### src/rtl/pc_sequencer_pkg.sv
// Shared encodings for the RV32 multi-cycle sequencer and the program counter mux.
package pc_sequencer_pkg;

    typedef enum logic [2:0] {
        IDLE   = 3'd0,
        FETCH  = 3'd1,
        DECODE = 3'd2,
        EXEC   = 3'd3,
        WB     = 3'd4,
        HALT   = 3'd5,
        TRAP   = 3'd6
    } state_e;

    // PC next-address select; 2'b11 is reserved and the PC treats it as PC4.
    localparam logic [1:0] PC4      = 2'b00;
    localparam logic [1:0] ALU_OUT  = 2'b01;
    localparam logic [1:0] PC_ADDER = 2'b10;

    // JALR target comes from the ALU and overrides any other control-flow flag.
    function automatic logic [1:0] pc_sel(input logic jal, input logic jalr,
                                          input logic branch, input logic taken);
        if (jalr)
            return ALU_OUT;
        else if (jal || (branch && taken))
            return PC_ADDER;
        else
            return PC4;
    endfunction

endpackage

### src/rtl/pc_sequencer_fetch_timer.sv
// Fetch timeout down-counter: reloads on clr, counts while en, flags the last allowed cycle.
module pc_sequencer_fetch_timer #(
    parameter int TIMEOUT = 16
) (
    input  logic clk,
    input  logic rst_n,
    input  logic clr,
    input  logic en,
    output logic expired
);

    localparam logic [7:0] LOAD = 8'(TIMEOUT - 1);

    logic [7:0] cnt;

    always_ff @(posedge clk or negedge rst_n) begin
        if (!rst_n)
            cnt <= LOAD;
        else if (clr)
            cnt <= LOAD;
        else if (en && cnt != 8'd0)
            cnt <= cnt - 8'd1;
    end

    assign expired = en && (cnt == 8'd0);

endmodule

### src/rtl/pc_sequencer.sv
// Multi-cycle fetch/decode/execute/writeback control FSM with halt, fetch timeout and instret.
module pc_sequencer
    import pc_sequencer_pkg::*;
#(
    parameter int FETCH_TIMEOUT = 16,
    parameter int INSTRET_W     = 32
) (
    input  logic                 clk,
    input  logic                 rst_n,
    output logic                 imem_req,
    input  logic                 imem_ready,
    input  logic [31:0]          imem_rdata,
    output logic [31:0]          instr,
    input  logic                 exec_done,
    input  logic                 is_jal,
    input  logic                 is_jalr,
    input  logic                 is_branch,
    input  logic                 branch_taken,
    output logic                 pc_en,
    output logic [1:0]           pc_branch,
    output logic                 retire,
    input  logic                 halt_req,
    input  logic                 resume,
    output logic                 halted,
    output logic                 fault,
    output logic [INSTRET_W-1:0] instret,
    output logic [2:0]           state
);

    state_e     cur, nxt;
    logic [1:0] br_q;
    logic       to_en, to_clr, to_exp;

    assign to_en  = (cur == FETCH);
    assign to_clr = !to_en || imem_ready;

    pc_sequencer_fetch_timer #(.TIMEOUT(FETCH_TIMEOUT)) u_timer (
        .clk     (clk),
        .rst_n   (rst_n),
        .clr     (to_clr),
        .en      (to_en),
        .expired (to_exp)
    );

    always_ff @(posedge clk or negedge rst_n) begin
        if (!rst_n)
            cur <= IDLE;
        else
            cur <= nxt;
    end

    always_ff @(posedge clk or negedge rst_n) begin
        if (!rst_n) begin
            instr   <= '0;
            instret <= '0;
            br_q    <= PC4;
        end else begin
            if (cur == FETCH && imem_ready)
                instr <= imem_rdata;
            // Select is captured at execute exit so WB drives a clean registered value.
            if (cur == EXEC && exec_done)
                br_q <= pc_sel(is_jal, is_jalr, is_branch, branch_taken);
            else if (cur == WB)
                br_q <= PC4;
            if (cur == WB)
                instret <= instret + INSTRET_W'(1);
        end
    end

    always_comb begin
        nxt       = cur;
        imem_req  = 1'b0;
        pc_en     = 1'b0;
        pc_branch = PC4;
        retire    = 1'b0;
        halted    = 1'b0;
        fault     = 1'b0;
        case (cur)
            IDLE:   nxt = FETCH;
            FETCH: begin
                imem_req = 1'b1;
                if (imem_ready)
                    nxt = DECODE;
                else if (to_exp)
                    nxt = TRAP;
            end
            DECODE: nxt = EXEC;
            EXEC:   if (exec_done) nxt = WB;
            WB: begin
                pc_en     = 1'b1;
                retire    = 1'b1;
                pc_branch = br_q;
                nxt       = halt_req ? HALT : FETCH;
            end
            HALT: begin
                halted = 1'b1;
                if (resume)
                    nxt = FETCH;
            end
            TRAP:   fault = 1'b1;
            default: nxt = IDLE;
        endcase
    end

    assign state = cur;

endmodule

### config.mk
export PLATFORM = sky130hd
export DESIGN_NAME = pc_sequencer
export DESIGN_NICKNAME = d
export VERILOG_FILES = /design/src/rtl/pc_sequencer_pkg.sv /design/src/rtl/pc_sequencer_fetch_timer.sv /design/src/rtl/pc_sequencer.sv
export SDC_FILE = /design/constraint.sdc
export NUM_CORES = 1
export LEC_CHECK = 0
export BUFFER_PORTS_ARGS = -buffer_cell sky130_fd_sc_hd__buf_2
export CORE_MARGIN = 10
export CORE_UTILIZATION = 45
export CTS_CLUSTER_DIAMETER = 120
export DETAILED_ROUTE_END_ITERATION = 16
export PLACE_DENSITY = 0.75
export RECOVER_POWER = 50
export SYNTH_ARGS = -nofsm -noshare
export SYNTH_HDL_FRONTEND = slang
export SYNTH_SLANG_ARGS = --single-unit
### constraint.sdc
create_clock -name clk -period 1.93 [get_ports clk]
set_input_delay 0.2895 -clock clk [delete_from_list [all_inputs] [get_ports clk]]
set_output_delay 0.2895 -clock clk [all_outputs]
set_load 0.02 [all_outputs]
* Yosys cells after proc, flatten, opt, wreduce, memory -nomap -nowiden
Cells that the tools add are included.
Word-level totals: memory bits (read-only) 0, memory bits (writable) 0, logic and storage cells 48, bits in latches 0, register bits after elaboration 77, memories kept 0, output and inout port bits 74
Operators by class: reduce and logical (&&, ||, !) cells 14, order comparisons 0, mux-type cells 17, equality and inequality tests 9, shifts and indexed selects 0, bitwise operators 1, add/subtract/negate cells 2, multipliers 0, divide/modulo/power cells 0
Operator list (count):
- adder 32 x 1 -> 32 bit, second input constant | 1
- case mux 3 bit (7 select lines) | 1
- two-way mux 8 bit | 2
- two-way mux 3 bit | 5
- two-way mux 2 bit | 5
- == test 3 bit, second input constant | 3
- logical NOT 8 bit | 1
- nonzero test 8 bit | 1
- subtractor 8 x 1 -> 8 bit, second input constant | 1
- == test 3 x 2 -> 1 bit, second input constant | 2
- logical AND 1 bit | 5
- two-way mux 1 bit | 4
- inequality test 2 bit, second input constant | 2
- AND reduction 4 bit | 1
- nonzero test 2 bit | 2
- == test 3 x 1 -> 1 bit, second input constant | 1
- logical NOT 3 bit | 1
- inequality test 3 x 2 -> 1 bit, second input constant | 1
- logical OR 1 bit | 2
- logical NOT 1 bit | 1
- NOT 1 bit | 1

* Logic depth before layout (Yosys ltp)
depth after elaboration 5, depth in mapped cells 7, mapped depth without buffers 6

* Modules after synthesis
Synthesis repeated with hierarchy kept, for this count alone.
Second synthesis, totals: cells, all modules 292, area, all modules 3457.1 um2
By module, submodules not included:
- pc_sequencer | area an instance 2992.9 um2, cells an instance 244, instances 1
- pc_sequencer_fetch_timer | area an instance 464.2 um2, cells an instance 48, instances 1

* Least setup slack after synthesis
OpenSTA, ideal clock, no wires.
kind register to register, start point register cur[0] (netlist: state[0]), end point register instr[10], library setup time 0.125 ns, stages on the path, launching flop included 7, setup slack -0.189 ns, path buffers 3, arrival 1.994 ns, required time 1.805 ns, clock period less this slack 2.119 ns, path through dfrtp_1 > clkbuf_1 > nor3b_2 > and2_1 > clkbuf_2 > buf_2 > mux2_2
Between the ends: longest elaborated chain between the ends 2
RTL lines:
- start: declaration | RTL line pc_sequencer.sv:30 | state_e cur, nxt;
- start signal: assignment | RTL line pc_sequencer.sv:49 | cur <= nxt;
- == test 3 x 1 -> 1 bit | RTL line pc_sequencer.sv:58 | if (cur == FETCH && imem_ready)
- logical AND 1 bit | RTL line pc_sequencer.sv:58
- end signal: assignment | RTL line pc_sequencer.sv:59 | instr <= imem_rdata;
- end: declaration | RTL line pc_sequencer.sv:13 | output logic [31:0] instr,
Every way passes these cells. A chain may end at the register's enable or synchronous reset.

* Worst setup path in the final report
start point register cur[1] (netlist: state[1]), end point output port pc_en
Between the ends: longest elaborated chain between the ends 2
RTL lines:
- == test 3 bit | RTL line pc_sequencer.sv:78 | case (cur)
- two-way mux 1 bit | RTL line pc_sequencer.sv:78
- end: declaration | RTL line pc_sequencer.sv:19 | output logic pc_en,
Every way passes these cells.

==> results.sh <==
export IMPL_clk_latency_ns=0.33
export IMPL_clkTransAtPathRegs_ns=0.08
export IMPL_synth_compound_area_share_pct=3.43
export IMPL_die_w_um=108
export IMPL_drive_above_1_share_pct=46.0
export IMPL_setup_violations=0
export IMPL_rows=31
export IMPL_rsz0062_at_grt="yes"
export IMPL_post_place_ws_ns=0.0645
export IMPL_hold_class="primary input to register"
export IMPL_power_density_mw_per_mm2=1270
export IMPL_vias=2656
export IMPL_fin_area_mm2=0.00449
export IMPL_first_iter_violations=78
export IMPL_yosysWarningCount=0
export IMPL_dpl_cell_count=506
export IMPL_syn_inst=291
export IMPL_slew_headroom_pct=37.8
export IMPL_synth_net_count=336
export IMPL_ys_async_sr_fraction_pct=100
export IMPL_synth_top_family_by_area="simple AND/OR/NAND/NOR gates"
export IMPL_finalNonFillerCells=525
export IMPL_area_growth_pct=29.5
export IMPL_place_gp_congestion=0.795
export IMPL_cp_buffers_inverters=3
export IMPL_synthAdderAreaFrac_pct=1.08
export IMPL_wl_met3_um=739
export IMPL_power_leakage_uw=0.00216
export IMPL_crit_slowest_cell="dfrtp_1"
export IMPL_wl_per_cell_um=15.3
export IMPL_die_h_um=108
export IMPL_overflow=0
export IMPL_synth_edf_count=0
export IMPL_numCtsBuffers=9
export IMPL_cp_cell_sequence="nand2b_4 -> buf_4 -> nor2_4 -> buf_4 -> buf_4"
export IMPL_synthMuxAreaShare_pct=11.0
export IMPL_synth_xor_area_share_pct=8.85
export IMPL_place_area_mm2=0.00424
export IMPL_synth_seq_cells=77
export IMPL_m1WireLength_mm=3.44
export IMPL_startpoint_type="register"
export IMPL_cts_tree="yes"
export IMPL_final_common_cell="buf_2"
export IMPL_fmax_mhz=544
export IMPL_htree_levels=3
export IMPL_fin_setup_tns_ns=0
export IMPL_hold_violations=0
export IMPL_finalWirelength_mm=8.01
export IMPL_io_buffers=115
export IMPL_crit_arrival_ns=1.55
export IMPL_final_core_util_pct=60.9
export IMPL_grt_pass1_wl_mm=13.1
export IMPL_dr_max_layer_used="met4"
export IMPL_diodes=0
export IMPL_final_cell_mix="buf_2 (110), dfrtp_1 (71), mux2_2 (32), xnor2_1 (29)"
export IMPL_vias_per_cell=5.06
export IMPL_postSynthAreaPerCell_um2=11.9
export IMPL_layout_nets=466
export IMPL_max_vdd_ir_drop_v=0.000684
export IMPL_syn_area_mm2=0.00346
export IMPL_dp_hpwl_mm=6.17
export IMPL_min_period_ns=1.84
export IMPL_start_util_pct=47.0
export IMPL_slew_viol_final=0
export IMPL_cp_required_ns=1.64
export IMPL_met2_length_mm=3.74
export IMPL_core_region_area_mm2=0.00737
export IMPL_antenna_left=0
export IMPL_crit_type="register to primary output"
export IMPL_clock_sinks=77
export IMPL_post_route_period_util_pct=95.3
export IMPL_grt_pass1_vias=2707
export IMPL_final_setup_worst_slack_ns=0.0916
export IMPL_crit_top_cell="buf_4"
export IMPL_synth_simple_gate_area_share_pct=17.4
export IMPL_antenna_found_initial=0
export IMPL_pin_count=116
export IMPL_clock_path_buffers=2
export IMPL_crit_path_end_kind="primary output"
export IMPL_cp_max_fo=7
export IMPL_first_pass_iters=4
export IMPL_ys_seq_area_share_pct=55.8
export IMPL_dieArea_mm2=0.0116
export IMPL_synth_cell_type_count=45
export IMPL_yosys_most_used_dff="dfrtp_1"
export IMPL_status="finished clean"
export IMPL_grt_max_degree=42
export IMPL_grt_usage_pct=13.7
export IMPL_worst_pin_slew_ns=0.933
export IMPL_drc_errors=0
export IMPL_critical_path_top_delay_family="buffers and inverters"
export IMPL_drv_cap=0
export IMPL_cpPeakStageDelay_ns=0.43
export IMPL_worst_clock_skew_ns=0.00728
export IMPL_clock_root_buffer="clkbuf_8"
cell type report:
class | instances | area, um^2
Clock buffer | 11 | 151
Clock inverter | 5 | 35.0
Fill cell | 636 | 2880
Inverter | 7 | 26.3
Multi-Input combinational cell | 195 | 1480
Sequential cell | 77 | 1930
Tap cell | 99 | 124
Timing Repair Buffer | 131 | 733
stage by stage:
stage / hold WS, ns / power (uW)
after floorplan: -0.00609 / 3810
after global placement: 0.285 / 4550
after detailed placement: 0.286 / 4620
after CTS: 0.168 / 5770
after global routing: 0.169 / 6070
final: 0.182 / 5700
synthesized netlist by cell type (2+ instances only):
cell	n	area, um^2
dfrtp_1	73	1830
o21ai_0	4	20.0
xnor2_1	29	254
nor3b_1	2	15.0
inv_1	7	26.3
and4_1	2	17.5
nand2_1	16	60.1
dfstp_2	4	105
nor3_1	7	35.0
and2_1	6	37.5
nor2_1	18	67.6
xor2_1	6	52.6
nor4_1	5	31.3
or3_1	2	12.5
nand4_1	13	81.3
and3_1	5	31.3
a21oi_1	7	35.0
nand2b_1	3	18.8
and3b_1	2	17.5
nor2b_1	3	18.8
clkbuf_1	4	15.0
nand3_1	12	60.1
mux2_2	32	360
buf_2	5	25.0
ha_1	3	37.5
clkbuf_2	2	10.0
logic make-up after synthesis:
kind of cell / after synthesis
simple gates: 105
flops: 77
xor+xnor: 35
mux: 34
buf+inv: 19
compound gates: 18
fa+ha+maj: 3
power by group:
part	internal [uW]	switching (uW)
Sequential	2070	301
Clock	537	570
Combinational	985	1240
Total	3590	2110
worst paths after layout:
| check | slack, ns | cells after the start | to | from |
|---|---|---|---|---|
| max in group asynchronous | 0.54 | 3 | u_timer.cnt[0] | rst_n |
| min in group asynchronous | 0.63 | 2 | br_q[0] | rst_n |
| worst max-delay path | 0.09 | 5 | pc_en | state[1] |
| worst min register to register | 0.48 | 1 | instret[26] | instret[26] |
| worst max register to register | 0.13 | 6 | state[0] | u_timer.cnt[0] |
| worst min-delay path | 0.18 | 2 | instr[8] | imem_rdata[8] |
state kept, by name (all words and copies together) (netlist names):
name	count
state	3
br_q	2
instret	32
u_timer.cnt	8
instr	32
routing by layer:
metal	vias up	global-route usage (%)
li1	1273	-
met1	1289	16.1
met2	85	21.9
met3	9	5.27
met4	0	5.63
met5	-	0
what timing repair did:
| item | in CTS | in global routing |
|---|---|---|
| endpoints found under the setup margin | 4 | 6 |
| gates cloned | 0 | 0 |
| endpoints found under the hold margin | 36 | 0 |
| setup buffers | 0 | 2 |
| pin swaps | 0 | 1 |
| gates resized for setup | 3 | 7 |
| hold buffers | 1 | 0 |
Note: power is estimated with default switching activity, not from simulation.
